==> config.mk <==
export PLATFORM = sky130hd
export DESIGN_NAME = tick_enable_gen
export DESIGN_NICKNAME = d
export VERILOG_FILES = /design/src/rtl/tick_enable_gen.sv
export SDC_FILE = /design/constraint.sdc
export NUM_CORES = 1
export LEC_CHECK = 0
export CORE_UTILIZATION = 30
export DETAILED_ROUTE_END_ITERATION = 8
export PLACE_DENSITY = 0.57
export SETUP_SLACK_MARGIN = 0.1
export SYNTH_ARGS = -nofsm -noshare
export SYNTH_HDL_FRONTEND = slang
export SYNTH_SLANG_ARGS = --single-unit
==> constraint.sdc <==
create_clock -name clk -period 2.8 [get_ports clk]
set_input_delay 0.28 -clock clk [delete_from_list [all_inputs] [get_ports clk]]
set_output_delay 0.28 -clock clk [all_outputs]
set_load 0.02 [all_outputs]
==> src/rtl/tick_enable_gen.sv <==
// tick_enable_gen: turns a run/stop button, a single-step button and a divide
// value into one-cycle enable pulses for the downstream event counter.
// Build option TICK_GEN_DEBOUNCE_EN: when defined, each synchronised button
// level must stay stable for DB_CYCLES cycles before it is accepted; when
// undefined the synchronised level is used directly and DB_CYCLES is ignored.
module tick_enable_gen #(
  parameter int DIV_WIDTH = 16,
  parameter int DB_CYCLES = 50000
) (
  input  logic                 clk,
  input  logic                 reset,
  input  logic [DIV_WIDTH-1:0] div_value,
  input  logic                 run_btn,
  input  logic                 step_btn,
  output logic                 enable,
  output logic                 running
);

  // A zero-length debounce window would never accept a level change.
  if (DB_CYCLES < 1) begin : g_db_cycles_check
    $error("tick_enable_gen: DB_CYCLES must be at least 1");
  end

  logic run_meta, run_sync;
  logic step_meta, step_sync;
  logic run_db, step_db;
  logic run_db_d, step_db_d;
  logic run_press, step_press;

  // Two-flop synchronisers for the raw, asynchronous button inputs.
  always_ff @(posedge clk or negedge reset) begin
    if (!reset) begin
      run_meta  <= 1'b0;
      run_sync  <= 1'b0;
      step_meta <= 1'b0;
      step_sync <= 1'b0;
    end else begin
      run_meta  <= run_btn;
      run_sync  <= run_meta;
      step_meta <= step_btn;
      step_sync <= step_meta;
    end
  end

`ifdef TICK_GEN_DEBOUNCE_EN
  localparam int DB_CW = $clog2(DB_CYCLES + 1);
  localparam logic [DB_CW-1:0] DB_LAST = DB_CW'(DB_CYCLES - 1);

  logic [DB_CW-1:0] run_cnt, step_cnt;

  // Run button debounce: count consecutive cycles of disagreement with the
  // accepted level; accept the new level once the window has elapsed.
  always_ff @(posedge clk or negedge reset) begin
    if (!reset) begin
      run_db  <= 1'b0;
      run_cnt <= '0;
    end else if (run_sync != run_db) begin
      if (run_cnt == DB_LAST) begin
        run_db  <= run_sync;
        run_cnt <= '0;
      end else begin
        run_cnt <= run_cnt + 1'b1;
      end
    end else begin
      run_cnt <= '0;
    end
  end

  // Step button debounce, same filter as the run button.
  always_ff @(posedge clk or negedge reset) begin
    if (!reset) begin
      step_db  <= 1'b0;
      step_cnt <= '0;
    end else if (step_sync != step_db) begin
      if (step_cnt == DB_LAST) begin
        step_db  <= step_sync;
        step_cnt <= '0;
      end else begin
        step_cnt <= step_cnt + 1'b1;
      end
    end else begin
      step_cnt <= '0;
    end
  end
`else
  assign run_db  = run_sync;
  assign step_db = step_sync;
`endif

  // Rising-edge detect on the accepted levels; releases produce nothing.
  always_ff @(posedge clk or negedge reset) begin
    if (!reset) begin
      run_db_d   <= 1'b0;
      step_db_d  <= 1'b0;
      run_press  <= 1'b0;
      step_press <= 1'b0;
    end else begin
      run_db_d   <= run_db;
      step_db_d  <= step_db;
      run_press  <= run_db & ~run_db_d;
      step_press <= step_db & ~step_db_d;
    end
  end

  // state   | meaning
  // ST_STOP | idle, enable low; run_press starts RUN, step_press issues STEP
  // ST_RUN  | prescaler counts, enable pulses every div_value+1 cycles
  // ST_STEP | the single step pulse cycle; always returns to ST_STOP
  typedef enum logic [1:0] {
    ST_STOP = 2'd0,
    ST_RUN  = 2'd1,
    ST_STEP = 2'd2
  } state_t;

  state_t               state, state_nx;
  logic [DIV_WIDTH-1:0] presc, presc_nx;
  logic                 enable_nx;

  // State, prescaler and registered outputs.
  always_ff @(posedge clk or negedge reset) begin
    if (!reset) begin
      state   <= ST_STOP;
      presc   <= '0;
      enable  <= 1'b0;
      running <= 1'b0;
    end else begin
      state   <= state_nx;
      presc   <= presc_nx;
      enable  <= enable_nx;
      running <= (state_nx == ST_RUN);
    end
  end

  // Next-state, prescaler and enable decode. The >= compare lets a lowered
  // div_value fire immediately instead of wrapping through the full range.
  always_comb begin
    state_nx  = state;
    presc_nx  = presc;
    enable_nx = 1'b0;
    unique case (state)
      ST_STOP: begin
        if (run_press) begin
          state_nx = ST_RUN;
          presc_nx = '0;
        end else if (step_press) begin
          state_nx  = ST_STEP;
          enable_nx = 1'b1;
        end
      end
      ST_RUN: begin
        if (run_press) begin
          state_nx = ST_STOP;
          presc_nx = '0;
        end else if (presc >= div_value) begin
          enable_nx = 1'b1;
          presc_nx  = '0;
        end else begin
          presc_nx = presc + 1'b1;
        end
      end
      ST_STEP: begin
        state_nx = ST_STOP;
      end
      default: begin
        state_nx = ST_STOP;
        presc_nx = '0;
      end
    endcase
  end

endmodule
==> out/results.ini, run 1 <==
[finish]
layoutNonFillerInstCount=258
stdcell_area_sq_mm=0.00196
nNetsFinal=226
diodes=0
post_route_cells_drive_above_1_share=0.0479
n_fill_cell=541
area_delta_synth_final_pct=22.9

[route]
drc=0
finalWirelength_mm=3.08
final_antenna_net_count=0
wl_per_cell_um=11.9
routed_via_density=4.65
vias=1199
drtIter0Drc=48
first_pass_iters=4

[floorplan]
die_w_um=74.9
ioPinCount=22
rows=26
dieArea_sq_mm=0.00560
start_util=0.312
coreArea_sq_mm=0.00511
dieHeight_um=74.9

[power]
intPower_mw=0.784
leakagePower_nw=0.958
power_density_mw_per_mm2=576
combPwrFrac=0.241
irDropWorstVdd_mv=0.210
switching_power_mw=0.345
p_seq_frac=0.476
p_sw_frac=0.305
pwr-share-clk=0.282

[synth]
synth_area_sq_mm=0.00159
synth_ff_type=dfrtp_1
synth_area_leaders=dfrtp_1 (44%), ha_1 (13%), xor2_1 (6.0%)
yosys.area_share.simple=0.184
yosys_register_bits=28
ys_async_sr_fraction=1.00
post-synth-top-area-cell=dfrtp_1
synth_cell_types=32
synthAdderAreaFrac=0.134
synth_xor_area_frac=0.0715
synth_most_common_cell=dfrtp_1
ys_seq_area_frac=0.440
synth.mux.area_fraction=0.00707
synthCells=164
netlist.area_leader.share=0.440
avgSynthCellArea_sq_um=9.71
synth_compound_gate_area_share=0.105
syn-num-nets=201
synth_top_family_by_area=simple AND/OR/NAND/NOR gates
synth_edf_count=0
synth_common_cells=dfrtp_1 (28), inv_1 (20), nor2_1 (20)
ys_warn_count=0

[placement]
place_hpwl_mm=2.34
place.gp.congestion=0.737
dpl_cell_area_sq_mm=0.00189
portBuffers=21
dpl.cell_count=254

[critical_path]
crit_required_ns=2.97
path_class=input pin to flop
cp_max_fo=12
crit_start=div_value[13]
arrival_ns=2.41
endpoint_kind=flop
r2r_start=presc[11]
cp-start-kind=input pin

[clock_network]
root_buffer=clkbuf_8
cts_buffers=3
cts_buffer_depth=2
cts_setup_buffers=0
insertion_delay_ns=0.28
cts_sinks=28
cts_resized=0
cts_tree=yes
h-tree-depth=1
cts-hold-fix-buffers=0
clkTransAtPathRegs_ns=0.09

[timing]
fin_setup_tns_ns=0
fin_crit_ns=2.24
fin_skew_ns=0.00176
slew_headroom=0.643
report.final.slew_viol_count=0
setup_viol_count_final=0
tightest_slew_ns=0.523
rsz0062_at_grt=no
hold_violations=0
fmax_mhz=447
finalCritPeriodShare=0.799

[global_route]
antenna_found_initial=0
grt_use_total=0.130
grt_max_degree=29
gr-total-overflow=0
grt_first_pass_wirelength_mm=5.31
grt_pass1_vias=1133

[status]
status=finished, final reports clean

[min_path]
holdCritPathClass=flop to flop
holdCritStartpoint=step_meta

[run]
drv_cap=0

[cell usage in the layout, fill, tap and decap left out, types with 7 or more instances in the layout]
master	synthesis	layout
nand2_1	10	10
nor2_1	20	20
inv_1	20	20
xor2_1	11	11
clkdlybuf4s50_1	0	21
ha_1	17	17
dfrtp_1	28	28
nand4_1	10	10
o21ai_0	7	7
[cell families (layout without fill, tap and decap cells)]
family,count (synthesis),in the layout
DFF,28,28
muxes,1,1
adders and majority gates,17,17
AOI/OAI and AO/OA,24,24
and+or+nand+nor,58,58
xor gates and xnor gates,13,13
buffers and inverters,23,47
[power by group through the flow]
stage	Combinational, mW	Clock (mW)	Sequential, mW
floorplan	0.175	0	0.529
global placement	0.274	0	0.545
detailed placement	0.278	0	0.546
CTS	0.278	0.330	0.538
global route	0.320	0.342	0.550
finish	0.272	0.319	0.537
[critical path, cell delays in order]
cell             delay (ns)
clkdlybuf4s50_1        0.45
inv_1                  0.04
ha_1                   0.29
nand4_1                0.20
a211o_1                0.28
or4_4                  0.43
a31oi_2                0.17
buf_4                  0.21
nor2_1                 0.07
[stage by stage]
step                total power, mW  hold WS, ns  utilization  setup WS [ns]
finish                         1.13        0.356        0.383          0.561
global route                   1.21        0.362        0.383          0.412
CTS                            1.15        0.360        0.383          0.560
floorplan                     0.705      -0.0156            -          0.758
detailed placement            0.824        0.337        0.369          0.253
global placement              0.818        0.332        0.369          0.298
[metal layers]
metal,track usage,wire length [um],up-vias
li1,-,-,616
met1,0.188,1600,559
met2,0.189,1340,20
met3,0.0161,84,4
met4,0.0692,63,0
met5,0,0,-
[cell type report]
class	instances	area, sq um	area share
Clock buffer	3	41.3	0.0211
Sequential cell	28	701	0.358
Inverter	20	75.1	0.0383
Tap cell	70	87.6	0.0447
Timing Repair Buffer	23	225	0.115
Multi-Input combinational cell	113	798	0.408
Clock inverter	1	30.0	0.0153
[final timing paths]
kind                             end  slack [ns]  cells after the start
setup / recovery            presc[6]        0.56                      9
hold / removal               step_db        0.36                      0
setup reg to reg            presc[6]        0.58                      7
hold reg to reg              step_db        0.36                      0
max in group asynchronous    running        2.16                      2
min in group asynchronous  presc[12]        0.37                      2
[state kept, by name (all words and copies together), names as in the netlist]
signal      count
enable          1
presc          16
run_db          1
run_db_d        1
run_meta        1
run_press       1
running         1
state           2
step_db         1
step_db_d       1
step_meta       1
step_press      1
Power figures use the tool's default switching activity.
==> run 2, diff against run 1 <==
- PLACE_DENSITY: 0.57 -> 0.59
- clock period: 2.8 -> 1.9 ns (I/O delays scaled with it)
==> run 2 against run 1 <==
Compared with the run above: the flow now finishes with violations (negative setup slack); clock power grew 50%; clock skew grew 0.0066 ns; sequential share of layout area shrank 5.0 points; wire length grew 13%; power grew 63%; global-route usage grew 1.3 points; register-to-register slack lost 0.79 ns; count of clock-buffer cells in the layout is the same; die area is the same; first-iteration DRC count grew 6.3%; via count grew 8.0%; critical path type is now flop to flop; largest cell class unchanged; largest power group unchanged.
==> out/results.ini, run 2 (same netlist as run 1, synthesis figures left out) <==
[floorplan]
dieHeight_um=74.9  ; unchanged
start_util=0.312  ; unchanged
rows=26  ; unchanged
coreArea_sq_mm=0.00511  ; unchanged
die_w_um=74.9  ; unchanged
ioPinCount=22  ; unchanged
dieArea_sq_mm=0.00560  ; unchanged

[run]
drv_cap=0  ; unchanged

[finish]
area_delta_synth_final_pct=42.8
largest_reg_flops=16  ; unchanged
top_regs=presc x16, state x2
diodes=0  ; unchanged
post_route_cells_drive_above_1_share=0.222  ; +0.174
layout_common_cells=dfrtp_1 (28), buf_4 (28), clkdlybuf4s50_1 (21)
regArea_sq_um=701  ; unchanged
multi_input_area_sq_um=897  ; +12%
regMostFlops=presc
n_fill_cell=495  ; -8.5%
nNetsFinal=254  ; +12%

[clock_network]
cts_buffer_depth=2  ; unchanged
cts-hold-fix-buffers=0  ; unchanged
cts_buffers=3  ; unchanged
h-tree-depth=1  ; unchanged
cts_sinks=28  ; unchanged
root_buffer=clkbuf_8
insertion_delay_ns=0.28  ; about the same
cts_tree=yes
clkTransAtPathRegs_ns=0.10  ; about the same

[route]
drtIter0Drc=51  ; +6.3%
wl_per_cell_um=12.1  ; +1.5%
drc=0  ; unchanged
final_antenna_net_count=0  ; unchanged
routed_via_density=4.53  ; -2.6%
finalWirelength_mm=3.47  ; +13%
first_pass_iters=4  ; unchanged
vias=1295  ; +8.0%

[timing]
tightest_slew_ns=0.371  ; -0.151 ns
fmax_mhz=474
fin_setup_tns_ns=-3.12  ; -3.12 ns
fin_ws_ns=-0.211  ; -0.772 ns
fin_skew_ns=0.00839  ; +0.00663 ns
finalCritPeriodShare=1.11
holdWs_ns=0.279  ; -0.0773 ns
fin_crit_ns=2.11
rsz0062_at_grt=yes
setup_viol_count_final=17  ; +17
slew_headroom=0.752  ; +0.109
report.final.slew_viol_count=0  ; unchanged
hold_violations=0  ; unchanged

[min_path]
holdCritPathClass=input pin to asynchronous set/reset pin

[placement]
place.gp.congestion=0.791  ; +7.4%
portBuffers=21  ; unchanged
pre_cts_ws_ns=-0.508  ; -0.760 ns
place_hpwl_mm=2.60  ; +11%

[critical_path]
cp-start-kind=flop
arrival_ns=2.28  ; -0.13 ns
endpoint_kind=flop
crit_required_ns=2.07  ; -0.90 ns
cp_max_fo=8  ; -4
path_class=flop to flop

[power]
power_density_mw_per_mm2=809  ; +40%
leakagePower_nw=1.11  ; +16%
irDropWorstVdd_mv=0.337  ; +61%
p_total_mw=1.84  ; +63%

[global_route]
gr-total-overflow=0  ; unchanged
grt_first_pass_wirelength_mm=5.93  ; +12%
grt_max_degree=29  ; unchanged
grt_use_total=0.143  ; +0.0127
antenna_found_initial=0  ; unchanged
grt_pass1_vias=1307  ; +15%

[status]
status=finished, violations left
violations=negative setup slack

run 2: cell types whose count changed in the layout (fill, tap and decap cells not counted), sizes merged:
cell	previous run	this run
buf	2	30
run 2: repair_timing:
action	4_1_cts	5_1_grt
setup endpoints to repair	17	17
endpoints found under the hold margin	0	0
pin swaps	2	4
buffers inserted	1	1
gates resized for setup	6	13
run 2: routing by layer:
layer | up-vias | part of all wire | GRT usage
met5 | - | 0 | 0
met2 | 17 | 0.46 | 0.244
met3 | 4 | 0.025 | 0.0161
li1 | 673 | - | -
met4 | 0 | 0.016 | 0.0503
met1 | 601 | 0.50 | 0.187
run 2: area by class of cell:
class                           instances  share of cell area
Timing Repair Buffer                   51               0.195
Multi-Input combinational cell        113               0.394
Tap cell                               70              0.0385
Sequential cell                        28               0.308
Inverter                               20              0.0330
Clock inverter                          1              0.0132
Clock buffer                            3              0.0182
run 2: final timing paths:
path	start	endpoint	slack [ns]	cells past startpoint
setup / recovery	presc[13]	presc[4]	-0.21	7
hold / removal	reset	presc[10]	0.28	2
setup reg to reg	presc[13]	presc[4]	-0.21	7
hold reg to reg	step_meta	step_db	0.36	0
max in group asynchronous	reset	step_db_d	1.34	2
min in group clk	run_btn	run_meta	0.34	1
run 2: report_power, final:
part / switching [mW] / internal (mW)
registers: 0.0539 / 0.678
clock network: 0.195 / 0.282
logic: 0.308 / 0.323
total: 0.557 / 1.28
run 2: per-stage QoR:
stage | util | cell area [sq um] | cells
floorplan | - | 1600 | 164
global placement | 0.410 | 2090 | 280
detailed placement | 0.410 | 2090 | 280
CTS | 0.432 | 2210 | 285
global route | 0.445 | 2270 | 286
finish | 0.445 | 2270 | 286
run 2: worst max-delay path, stage by stage (launching register included):
cell,delay [ns]
dfrtp_1,0.43
ha_4,0.28
nand4_1,0.18
a211o_1,0.28
or4_4,0.44
a31oi_4,0.18
buf_6,0.16
nor2_1,0.05
==> run 3, diff against run 2 <==
--- a/config.mk
+++ b/config.mk
@@ -7,5 +7,7 @@
 export LEC_CHECK = 0
+export ABC_AREA = 1
+export CAP_MARGIN = 40
 export CORE_UTILIZATION = 30
 export DETAILED_ROUTE_END_ITERATION = 8
-export PLACE_DENSITY = 0.59
+export PLACE_DENSITY = 0.58
 export SETUP_SLACK_MARGIN = 0.1
--- a/constraint.sdc
+++ b/constraint.sdc
@@ -3,2 +3,2 @@
 set_output_delay 0.19 -clock clk [all_outputs]
-set_load 0.02 [all_outputs]
+set_load 0.05 [all_outputs]
==> run 3 against run 2 <==
Compared with the run above: the run now ends clean; final cell count grew 16%; synthesized cell count grew 35%; largest power group unchanged; worst setup slack gained 0.40 ns; global-route usage shrank 2.1 points; flip-flop and latch count is the same; critical endpoint is now presc[8]; critical path depth is the same; sequential share of layout area is essentially flat; synthesized area grew 15%; power shrank 18%; fmax grew 24%; non-clock buffer count shrank 16; via count grew 10%.
==> out/results.ini, run 3 <==
[finish]
regMostFlops=presc
post_route_cells_drive_above_1_share=0.175  ; -0.0471
largest_reg_flops=16  ; unchanged
area_delta_synth_final_pct=24.8
layout_common_cells=nand2_1 (50), inv_1 (42), dfrtp_1 (27)
n_fill_cell=603  ; +22%
final_common_cell=nand2_1
nNetsFinal=295  ; +16%
top_regs=presc x16, state x2
diodes=0  ; unchanged

[clock_network]
insertion_delay_ns=0.27  ; about the same
h-tree-depth=1  ; unchanged
cts-hold-fix-buffers=0  ; unchanged
cts_sinks=28  ; unchanged
cts_tree=yes
clkTransAtPathRegs_ns=0.10  ; about the same
cts_buffers=3  ; unchanged
root_buffer=clkbuf_8
cts_buffer_depth=2  ; unchanged

[critical_path]
cp_top_family=flip-flops
critical_path.max_stage_delay_ns=0.42  ; -0.02 ns
cp-start-kind=flop
cp_num_buf_inv=1  ; unchanged
rr_endpoint=presc[8]
worstRegToRegCells=7  ; unchanged
crit_start=presc[15]
endpoint_kind=flop
r2r_start=presc[15]
crit_required_ns=2.10  ; +0.03 ns
slowest_stage=dfrtp_1
cp_max_fo=5  ; -3
arrival_ns=1.91  ; -0.37 ns
worstPathCellList=ha_1 > a21oi_1 > o21ai_1 > nor2_2 > nand3_4 > buf_4 > o21ai_0
reg2reg_slack_ns=0.19  ; +0.40 ns
cp.depth=7  ; unchanged
path_class=flop to flop

[timing]
holdWs_ns=0.279  ; +0.0000710 ns
finalCritPeriodShare=0.899  ; -0.212
fmax_mhz=585  ; +24%
rsz0062_at_grt=yes
report.final.slew_viol_count=0  ; unchanged
fin_setup_tns_ns=0  ; +3.12 ns
setup_viol_count_final=0  ; -17
slew_headroom=0.667  ; -0.0846
fin_skew_ns=0.00618  ; -0.00220 ns
fin_crit_ns=1.71  ; -0.403 ns
tightest_slew_ns=0.498  ; +0.127 ns
hold_violations=0  ; unchanged

[route]
vias=1427  ; +10%
drc=0  ; unchanged
drtIter0Drc=54  ; +5.9%
first_pass_iters=4  ; unchanged
final_antenna_net_count=0  ; unchanged
finalWirelength_mm=3.45  ; -0.43%
routed_via_density=4.30  ; -5.1%
wl_per_cell_um=10.4  ; -14%

[global_route]
antenna_found_initial=0  ; unchanged
grt_first_pass_wirelength_mm=6.03  ; +1.7%
grt_use_total=0.121  ; -0.0215
grt_pass1_vias=1410  ; +7.9%
gr-total-overflow=0  ; unchanged
grt_max_degree=29  ; unchanged

[power]
leakagePower_nw=1.15  ; +3.0%
intPower_mw=1.07  ; -17%
combPwrFrac=0.244  ; -0.099
power_density_mw_per_mm2=659  ; -19%
p_sw_frac=0.289  ; -0.0141
pwr-share-clk=0.311  ; +0.052
switching_power_mw=0.433  ; -22%
irDropWorstVdd_mv=0.509  ; +51%
p_seq_frac=0.445  ; +0.047

[synth]
synth_most_common_cell=nand2_1
synthCells=221  ; +35%
synth_edf_count=0  ; unchanged
yosys_register_bits=28  ; unchanged
ys_warn_count=0  ; unchanged
netlist.area_leader.share=0.384  ; -0.0558
synth_area_sq_mm=0.00182  ; +15%
ys_seq_area_frac=0.384  ; -0.0558
synth_area_leaders=dfrtp_1 (38%), ha_1 (12%), nand2_1 (10%)
ys_async_sr_fraction=1.00  ; unchanged
synth_cell_types=23  ; -28%
synth_common_cells=nand2_1 (50), inv_1 (42), dfrtp_1 (28)
synth_ff_type=dfrtp_1
syn-num-nets=258  ; +28%
avgSynthCellArea_sq_um=8.25  ; -15%
post-synth-top-area-cell=dfrtp_1

[placement]
portBuffers=21  ; unchanged
place_hpwl_mm=2.69  ; +3.6%
place.gp.congestion=0.763  ; -3.6%

[floorplan]
ioPinCount=22  ; unchanged
dieArea_sq_mm=0.00640  ; +14%
die_w_um=80.0  ; +6.8%
start_util=0.310  ; -0.00191
coreArea_sq_mm=0.00589  ; +15%
dieHeight_um=80.0  ; +6.8%
rows=28  ; +7.7%

[status]
status=finished, final reports clean

[min_path]
holdCritPathClass=input pin to asynchronous set/reset pin

[run]
drv_cap=0  ; unchanged

[run 3: worst reg2reg max path: stages, from the launching register on]
cell and delay (ns):
dfrtp_1 0.42, ha_1 0.32, a21oi_1 0.16, o21ai_1 0.10, nor2_2 0.20, nand3_4 0.13, buf_4 0.19, o21ai_0 0.13
[run 3: power by group through the flow]
stage / Sequential [mW] / Clock, mW / Combinational (mW)
floorplan: 0.697 / 0 / 0.226
global placement: 0.681 / 0 / 0.324
detailed placement: 0.681 / 0 / 0.331
CTS: 0.669 / 0.483 / 0.368
global route: 0.676 / 0.506 / 0.415
finish: 0.668 / 0.467 / 0.366
[run 3: stage by stage]
| step | power (mW) | cell area, sq um | worst slack [ns] | utilization | instances |
|---|---|---|---|---|---|
| floorplan | 0.923 | 1820 | 0.387 | - | 221 |
| global placement | 1.01 | 2140 | -0.173 | 0.364 | 321 |
| detailed placement | 1.01 | 2140 | -0.202 | 0.364 | 321 |
| CTS | 1.52 | 2250 | 0.173 | 0.383 | 329 |
| global route | 1.60 | 2280 | 0.0927 | 0.387 | 332 |
| finish | 1.50 | 2280 | 0.192 | 0.387 | 332 |
[run 3: worst max path at each step]
stage / to / slack (ns)
finish: presc[8] / 0.19
global route: presc[4] / 0.09
CTS: presc[8] / 0.17
floorplan: presc[5] / 0.39
detailed placement: presc[1] / -0.20
global placement: presc[8] / -0.17
[run 3: kinds of logic (layout without fill, tap and decap cells)]
| kind of cell | count (synthesis) | count (layout) | share of synthesized area |
|---|---|---|---|
| buffers and inverters | 48 | 84 | 0.115 |
| xor gates and xnor gates | 8 | 8 | 0.0384 |
| and+or+nand+nor | 91 | 91 | 0.237 |
| AOI/OAI and AO/OA | 29 | 29 | 0.108 |
| adders and majority gates | 17 | 17 | 0.117 |
| DFF | 28 | 28 | 0.384 |
[run 3: layout make-up]
cell class                 count  area (sq um)  area share
clock inverter                 1          30.0      0.0132
tap                           75          93.8      0.0412
timing repair buffer          35           328       0.144
multi-input combinational    145           913       0.401
sequential                    28           702       0.308
clock buffer                   3          41.3      0.0181
inverter                      45           169      0.0742
[run 3: layer usage]
metal	track usage	part of all wire	vias to the layer above
li1	-	-	769
met1	0.145	0.47	639
met2	0.224	0.49	17
met3	0.0240	0.030	2
met4	0.0214	0.0043	0
met5	0	0	-
[run 3: repair_timing]
item,CTS,global route
setup endpoints to repair,3,14
gates resized for setup,0,3
buffers inserted,4,3
pin swaps,1,1
